## src/rtl/prog_uart_loader.sv

```systemverilog
`default_nettype none
// ============================================================================
//  Module      : prog_uart_loader
//  Description : UART 8N1 receiver that streams a program into program RAM.
//  Revision    : 1.0
// ============================================================================
module prog_uart_loader #(
    parameter int         CLKS_PER_BIT = 221,
    parameter int         AW           = 12,
    parameter logic [7:0] END_CHAR     = 8'h04,
    parameter bit         FILTER       = 1'b1
) (
    input  logic          clk,
    input  logic          reset,
    input  logic          uart_rx,
    input  logic          start_req,
    output logic          busy,
    output logic          done,
    output logic [AW:0]   prog_len,
    output logic          overflow,
    output logic          frame_err,
    output logic          prog_we,
    output logic [AW-1:0] prog_waddr,
    output logic [7:0]    prog_wdata
);

    localparam int                 c_CNT_W    = $clog2(CLKS_PER_BIT + 1);
    localparam logic [c_CNT_W-1:0] c_BIT_LAST  = c_CNT_W'(CLKS_PER_BIT - 1);
    localparam logic [c_CNT_W-1:0] c_HALF_LAST = c_CNT_W'(CLKS_PER_BIT / 2 - 1);
    localparam logic [AW:0]        c_DEPTH     = {1'b1, {AW{1'b0}}};
    localparam logic [AW:0]        c_LAST_LEN  = c_DEPTH - 1'b1;

    typedef enum logic [2:0] {
        IDLE       = 3'd0,
        WAIT_START = 3'd1,
        START      = 3'd2,
        DATA       = 3'd3,
        STOP       = 3'd4,
        TERM       = 3'd5,
        DONE       = 3'd6
    } state_t;

    state_t               state_q, state_d;
    logic                 rx_meta_q, rx_meta_d, rx_s_q, rx_s_d;
    logic [c_CNT_W-1:0]   cnt_q, cnt_d;
    logic [2:0]           bit_q, bit_d;
    logic [7:0]           shreg_q, shreg_d;
    logic                 pend_q, pend_d;
    logic [AW-1:0]        wptr_q, wptr_d;
    logic [AW:0]          len_q, len_d;
    logic                 busy_q, busy_d, done_q, done_d;
    logic                 ovf_q, ovf_d, ferr_q, ferr_d;
    logic                 we_q, we_d;
    logic [AW-1:0]        waddr_q, waddr_d;
    logic [7:0]           wdata_q, wdata_d;

    function automatic logic is_cmd(input logic [7:0] b);
        case (b)
            8'h2B, 8'h2D, 8'h3C, 8'h3E, 8'h5B, 8'h5D, 8'h2E, 8'h2C: is_cmd = 1'b1;
            default:                                                 is_cmd = 1'b0;
        endcase
    endfunction

    always_comb begin
        rx_meta_d = uart_rx;
        rx_s_d    = rx_meta_q;
        state_d   = state_q;
        cnt_d     = cnt_q;
        bit_d     = bit_q;
        shreg_d   = shreg_q;
        pend_d    = 1'b0;
        wptr_d    = wptr_q;
        len_d     = len_q;
        busy_d    = busy_q;
        done_d    = 1'b0;
        ovf_d     = ovf_q;
        ferr_d    = ferr_q;
        we_d      = 1'b0;
        waddr_d   = waddr_q;
        wdata_d   = wdata_q;

        case (state_q)
            IDLE: begin
                // busy_q is still high in the cycle carrying the done pulse
                if (start_req && !busy_q) begin
                    state_d = WAIT_START;
                    wptr_d  = '0;
                    len_d   = '0;
                    ovf_d   = 1'b0;
                    ferr_d  = 1'b0;
                    busy_d  = 1'b1;
                end else begin
                    busy_d  = 1'b0;
                end
            end
            WAIT_START: begin
                if (pend_q) begin
                    if (shreg_q == END_CHAR) begin
                        state_d = TERM;
                    end else if (!FILTER || is_cmd(shreg_q)) begin
                        we_d    = 1'b1;
                        waddr_d = wptr_q;
                        wdata_d = shreg_q;
                        wptr_d  = wptr_q + 1'b1;
                        len_d   = len_q + 1'b1;
                        if (len_q == c_LAST_LEN) begin
                            ovf_d   = 1'b1;
                            state_d = DONE;
                        end
                    end
                end
                // Start-bit detection shares the evaluation cycle so back-to-back frames survive
                if (state_d == WAIT_START && !rx_s_q) begin
                    state_d = START;
                    cnt_d   = '0;
                end
            end
            START: begin
                if (cnt_q == c_HALF_LAST) begin
                    cnt_d   = '0;
                    bit_d   = '0;
                    state_d = rx_s_q ? WAIT_START : DATA;
                end else begin
                    cnt_d = cnt_q + 1'b1;
                end
            end
            DATA: begin
                if (cnt_q == c_BIT_LAST) begin
                    cnt_d   = '0;
                    shreg_d = {rx_s_q, shreg_q[7:1]};
                    bit_d   = bit_q + 1'b1;
                    if (bit_q == 3'd7) state_d = STOP;
                end else begin
                    cnt_d = cnt_q + 1'b1;
                end
            end
            STOP: begin
                if (cnt_q == c_BIT_LAST) begin
                    cnt_d   = '0;
                    state_d = WAIT_START;
                    if (rx_s_q) pend_d = 1'b1;
                    else        ferr_d = 1'b1;
                end else begin
                    cnt_d = cnt_q + 1'b1;
                end
            end
            TERM: begin
                if (len_q != c_DEPTH) begin
                    we_d    = 1'b1;
                    waddr_d = wptr_q;
                    wdata_d = 8'h00;
                end
                state_d = DONE;
            end
            DONE: begin
                done_d  = 1'b1;
                state_d = IDLE;
            end
            default: state_d = IDLE;
        endcase
    end

    always_ff @(posedge clk) begin
        if (reset) begin
            rx_meta_q <= 1'b1;
            rx_s_q    <= 1'b1;
            state_q   <= IDLE;
            cnt_q     <= '0;
            bit_q     <= '0;
            shreg_q   <= '0;
            pend_q    <= 1'b0;
            wptr_q    <= '0;
            len_q     <= '0;
            busy_q    <= 1'b0;
            done_q    <= 1'b0;
            ovf_q     <= 1'b0;
            ferr_q    <= 1'b0;
            we_q      <= 1'b0;
            waddr_q   <= '0;
            wdata_q   <= '0;
        end else begin
            rx_meta_q <= rx_meta_d;
            rx_s_q    <= rx_s_d;
            state_q   <= state_d;
            cnt_q     <= cnt_d;
            bit_q     <= bit_d;
            shreg_q   <= shreg_d;
            pend_q    <= pend_d;
            wptr_q    <= wptr_d;
            len_q     <= len_d;
            busy_q    <= busy_d;
            done_q    <= done_d;
            ovf_q     <= ovf_d;
            ferr_q    <= ferr_d;
            we_q      <= we_d;
            waddr_q   <= waddr_d;
            wdata_q   <= wdata_d;
        end
    end

    assign busy       = busy_q;
    assign done       = done_q;
    assign prog_len   = len_q;
    assign overflow   = ovf_q;
    assign frame_err  = ferr_q;
    // A strobe already registered must not reach the RAM in the reset cycle
    assign prog_we    = we_q & ~reset;
    assign prog_waddr = waddr_q;
    assign prog_wdata = wdata_q;

endmodule
`default_nettype wire

```

## config.mk

```make
export PLATFORM = sky130hd
export DESIGN_NAME = prog_uart_loader
export DESIGN_NICKNAME = d
export VERILOG_FILES = /design/src/rtl/prog_uart_loader.sv
export SDC_FILE = /design/constraint.sdc
export NUM_CORES = 1
export LEC_CHECK = 0
export ABC_AREA = 1
export CAP_MARGIN = 30
export CORE_MARGIN = 4
export CORE_UTILIZATION = 56
export DETAILED_ROUTE_END_ITERATION = 16
export PLACE_DENSITY = 0.91
export REMOVE_ABC_BUFFERS = 1
export SYNTH_ARGS = -nofsm -noshare
export SYNTH_HDL_FRONTEND = slang
export SYNTH_SLANG_ARGS = --single-unit
```

## constraint.sdc

```tcl
create_clock -name clk -period 2.15 [get_ports clk]
set_input_delay 0.43 -clock clk [delete_from_list [all_inputs] [get_ports clk]]
set_output_delay 0.43 -clock clk [all_outputs]
set_load 0.01 [all_outputs]
```

Word-level counts from Yosys, hierarchy flattened
Index checks and enable logic that the tools add are counted.
{"block": "op_classes", "add_sub_neg": 4, "n_eq_ne": 33, "n_mux": 61, "bitwise": 4, "reduce_logical": 21}
{"op": "12-bit 2-to-1 mux", "count": 8}
{"op": "8-bit 2-to-1 mux", "count": 7}
{"op": "13-bit 2-to-1 mux", "count": 4}
{"op": "8-bit by 6-bit equality test with 1-bit output (second input constant)", "count": 6}
{"op": "12-bit one-hot mux with 2 select lines", "count": 2}
{"op": "3-bit 2-to-1 mux", "count": 13}
{"op": "13-bit one-hot mux with 2 select lines", "count": 1}
{"op": "8-bit by 7-bit equality test with 1-bit output (second input constant)", "count": 3}
{"op": "2-bit inequality test (second input constant)", "count": 12}
{"op": "8-bit one-hot mux with 3 select lines", "count": 1}
{"op": "1-bit 2-to-1 mux", "count": 18}
{"op": "3-bit one-hot mux with 6 select lines", "count": 1}
{"op": "8-bit one-hot mux with 2 select lines", "count": 1}
{"op": "5-bit AND reduction", "count": 3}
{"op": "13-bit by 1-bit adder with 13-bit output (second input constant)", "count": 1}
{"op": "13-bit by 12-bit equality test with 1-bit output (second input constant)", "count": 1}
{"op": "13-bit inequality test (second input constant)", "count": 1}
{"op": "12-bit by 1-bit adder with 12-bit output (second input constant)", "count": 1}
{"op": "3-bit equality test (second input constant)", "count": 4}
{"op": "8-bit by 1-bit adder with 8-bit output (second input constant)", "count": 1}
{"op": "8-bit by 3-bit equality test with 1-bit output (second input constant)", "count": 1}
{"op": "8-bit equality test (second input constant)", "count": 1}
{"op": "2-bit nonzero test", "count": 4}
{"op": "8-bit OR reduction", "count": 1}
{"op": "other kinds (18)", "count": 27}
{"block": "totals", "ff_bits": 75}

Logic depth before layout (Yosys ltp)
{"block": "depth", "ltp_word": 14, "ltp_mapped": 15, "ltp_nobuf": 15}

Worst setup path before layout
No wires, ideal clock.
{"block": "synth_timing", "path_type": "register -> register", "startpoint": "register len_q[1] (netlist: prog_len[1])", "endpoint": "register cnt_q[5]", "arrival_ns": 1.602, "setup_slack_ns": 0.432, "path_stages_with_launch": 14, "n_path_buf": 1, "cell_sequence": "dfxtp_1 -> ha_1 -> nand2_1 -> nor2_1 -> nand3_1 -> nor2_1 -> nand3_1 -> nand2_1 -> nand2_1 -> nand3_2 -> buf_6 -> nand3_1 -> nand2_1 -> nor2_1"}
{"block": "synth_between", "elab_chain_len": 10}
{"item": "start: declaration", "line_no": "50", "text": "logic [AW:0] len_q, len_d;"}
{"item": "start signal: assignment", "line_no": "190", "text": "len_q <= len_d;"}
{"item": "13-bit by 12-bit equality test with 1-bit output", "line_no": "106", "text": "if (len_q == c_LAST_LEN) begin"}
{"item": "3-bit 2-to-1 mux", "line_no": "106"}
{"item": "3-bit 2-to-1 mux", "line_no": "100", "text": "end else if (!FILTER || is_cmd(shreg_q)) begin"}
{"item": "3-bit 2-to-1 mux", "line_no": "98", "text": "if (shreg_q == END_CHAR) begin"}
{"item": "3-bit 2-to-1 mux", "line_no": "97", "text": "if (pend_q) begin"}
{"item": "3-bit 2-to-1 mux", "line_no": "82", "text": "case (state_q)"}
{"item": "3-bit by 1-bit equality test with 1-bit output", "line_no": "113", "text": "if (state_d == WAIT_START && !rx_s_q) begin"}
{"item": "1-bit logical AND", "line_no": "113"}
{"item": "2-bit inequality test (no line)"}
{"item": "2-bit AND reduction (no line)"}
{"item": "end signal: assignment", "line_no": "185", "text": "cnt_q <= cnt_d;"}
{"item": "end: declaration", "line_no": "45", "text": "logic [c_CNT_W-1:0] cnt_q, cnt_d;"}
Every way passes these cells. The select of a mux whose other input is x is not followed.
A chain may end at the register's enable or synchronous reset.

Worst setup path after layout
{"block": "layout_timing", "startpoint": "input reset", "endpoint": "output prog_we"}
{"block": "layout_between", "elab_chain_len": 2}
{"item": "start: declaration", "line_no": "14", "text": "input logic reset,"}
{"item": "1-bit NOT", "line_no": "207", "text": "assign prog_we = we_q & ~reset;"}
{"item": "1-bit bitwise AND", "line_no": "207"}
{"item": "end: declaration", "line_no": "22", "text": "output logic prog_we,"}
Every way passes these cells.

==> results.md <==
* Die area at around 0.008 mm²
* Synth-to-Final Area Change at 22.75%
* Starting Density at 57.57%
* First-pass GRT wire length at between 15000 and 20000 µm
* Crit path largest cell delay at between 500 and 600 ps
* # IOs at 42
* Synth unique cells at 39
* Total Wirelength at 9173 µm
* Net Sw Frac at between 30% and 40%
* Fin crit share at 93.62%
* Total number of vias at 3636
* Run status: finished, final reports clean
* Mean post-synth cell area at 7.113 µm²
* CP max stage cell: clkdlybuf4s50_1
* RSZ-0062 raised after global routing: no
* Initial DRC count at 250
* Slew Viols, Final at 0
* CP Launch Type: input port
* Arrival time worst endpoint at 1580 ps
* Fin. Hold Viols at 0
* H-tree levels at 3
* Fin Hold WS at between 400 and 500 ps
* Synth Register Bits at 75
* Critical path class: input port to output port
* Cts hold-fix bufs at 0
* Worst Tran Pin Value at between 500 and 600 ps
* Clock Tree Buf Depth at 2
* Port Buffer Count at 41
* Core Region at approximately 0.0063 mm²
* Max IR drop VDD at roughly 0.00083 V
* Int Power at 2.974 mW
* Achievable clock frequency at 496.8 MHz
* Sequential share of the synthesized area at about two fifths
* GRT Total Usage at 24.44%
* Async SR Flop Fraction at 0%
* Post-route ant nets at 0
* Horiz. Die Dim at about 89 µm
* Crit end category: output port
* Reg area at 0.001504 mm²
* Number of setup violations in the final report at 0
* Layout fillers at roughly 500
* Layout cells sized above 1 at a little over a tenth
* Vias in the first global route at between 3000 and 4000
* Sequential group share of total power at between 30% and 40%
* Net load switching power at 1.640 mW
* Clock Power Share at around a third
* Post-route DRC at 0
* Multi-input logic area at roughly 0.0018 mm²
* Clk pin slew, worst setup/hold paths at ~80 ps
* Initial antenna violation count at 0
* CTS root buf: clkbuf_8
* DR top layer: met4
* Mapped Cells at between 500 and 600
* EDFF count, synth at 0
* Total CTS buffers at 9
* WP data required at about 1700 ps
* Via-to-Cell Ratio at ~5.6
* ANT cells at 0
* Mapped Area at around 0.0036 mm²
* Layout Nets at about 570
* Post-DP HPWL at between 6000 and 7000 µm
* Yosys top cell by area: dfxtp_1
* Wire length on met1 at between 3000 and 4000 µm
* Setup TNS at 0 ps
* Skew-Pair Late Insertion Delay at 360 ps
* Total number of yosys warnings at 0
* Yosys top cell area share at between 40% and 50%
* Num Clock Sinks at 75
* DR pass1 iterations at 5
* Routed len/inst at about 14 µm
* Total congestion overflow at 0
* Met3 WL at ~600 µm
* Cell Rows at 29
* CTS tree: done
* Most common flop cell mapped by yosys: dfxtp_1
* Worst R2R Setup Slack at about 150 ps
* Pleak at roughly 1.8 nW
* Final min period at around 2000 ps
* Clock skew at ~8.9 ps
* Most used cell, CP: clkdlybuf4s50_1
* Comb pwr share at around 33%
* Cells along the critical path: clkdlybuf4s50_1 > nor2_1 > clkdlybuf4s50_1
* Max-Cap Viols at 0
* Met2 routed wirelength at roughly 4400 µm
* Top post-synthesis cells by area: dfxtp_1 (41%), nand2_1 (9.7%), a21oi_1 (7.8%)
* GP Congestion at 0.9464
* Largest net degree at the start of global routing at 29
* Pwr dens at about 1000 mW/mm²
* Crit-path max FO at 3
* Die Y at 88.57 µm
* Worst hold path type: flop to flop
* Slew HR at around two thirds
==> Yosys cell counts, drive strengths merged (3+ instances only) <==
cell and n:
buf 10, inv 64, clkbuf 6, ha 8
nand4 9, dfxtp 75, nor3 16, a21oi 58
o21ai 35, nand3 37, nand2 96, a22oi 3
nor2 65, xor2 7, or2 5, nor4 4
==> final cells by class <==
class | count | share of cell area [%]
multi-input cells | 356 | 40.69
flip-flops and latches | 75 | 33.71
repair buffers | 55 | 11.83
inverters | 65 | 5.468
clock buffers | 10 | 3.085
clock inverters | 6 | 3.057
well taps | 77 | 2.159
==> layer usage <==
layer	global-route usage (%)	vias to the layer above
met5	0	-
met2	41.40	132
met3	6.331	28
met1	28.86	1700
li1	-	1776
met4	11.54	0
==> stage by stage <==
step | cell area (µm²) | worst slack (ps) | util, % | power, mW | cells
floorplan | 3536 | 147.5 | - | 2.597 | 495
global placement | 4145 | 122.0 | 65.66 | 3.034 | 625
detailed placement | 4145 | 26.85 | 65.66 | 3.086 | 625
CTS | 4419 | 138.5 | 70.00 | 4.545 | 641
global route | 4462 | 4.105 | 70.67 | 4.898 | 644
finish | 4462 | 137.2 | 70.67 | 4.614 | 644
==> kinds of logic after synthesis <==
kind of cell	count (synthesis)	synth area share (%)
fa+ha+maj	8	2.754
simple gates	236	29.40
xor+xnor	7	1.687
flops	75	41.31
compound gates	104	15.42
buf+inv	81	9.432
==> registers in the layout, summed over array words and instances (netlist names), 3 cells and up <==
name	count
bit_q	3
cnt_q	8
prog_len	13
prog_waddr	12
prog_wdata	8
shreg_q	8
state_q	3
wptr_q	12
==> critical path, delay by kind of cell <==
family        cells  cell delay (ps)
buf+inv           2             1020
simple gates      1              130
==> power by group through the flow <==
stage	combinational, mW	clock (mW)	sequential, mW
floorplan	0.941	0	1.66
global placement	1.39	0	1.64
detailed placement	1.43	0	1.65
CTS	1.45	1.47	1.62
global route	1.72	1.54	1.64
finish	1.53	1.46	1.62
==> timing repair <==
item                                    CTS  global route
endpoints found under the setup margin    0            10
resized for setup                         0             6
buffers inserted                          0             2
==> placed cells by master (no fill, tap or decap), types with 8 or more instances in the layout <==
cell,instances
nand2_1,94
o21ai_0,30
ha_1,8
nor3_1,12
dfxtp_1,73
nor2_1,57
clkdlybuf4s50_1,41
a21oi_1,57
nand3_1,35
nand4_1,9
buf_4,13
clkbuf_8,10
inv_1,58
==> path summary, 6_finish.rpt <==
kind | cells after the start | start | to
min | 1 | rx_meta_q | rx_s_q
min reg2reg | 1 | rx_meta_q | rx_s_q
max reg2reg | 8 | prog_len[0] | prog_wdata[4]
max | 3 | reset | prog_we
Power figures use the tool's default switching activity.
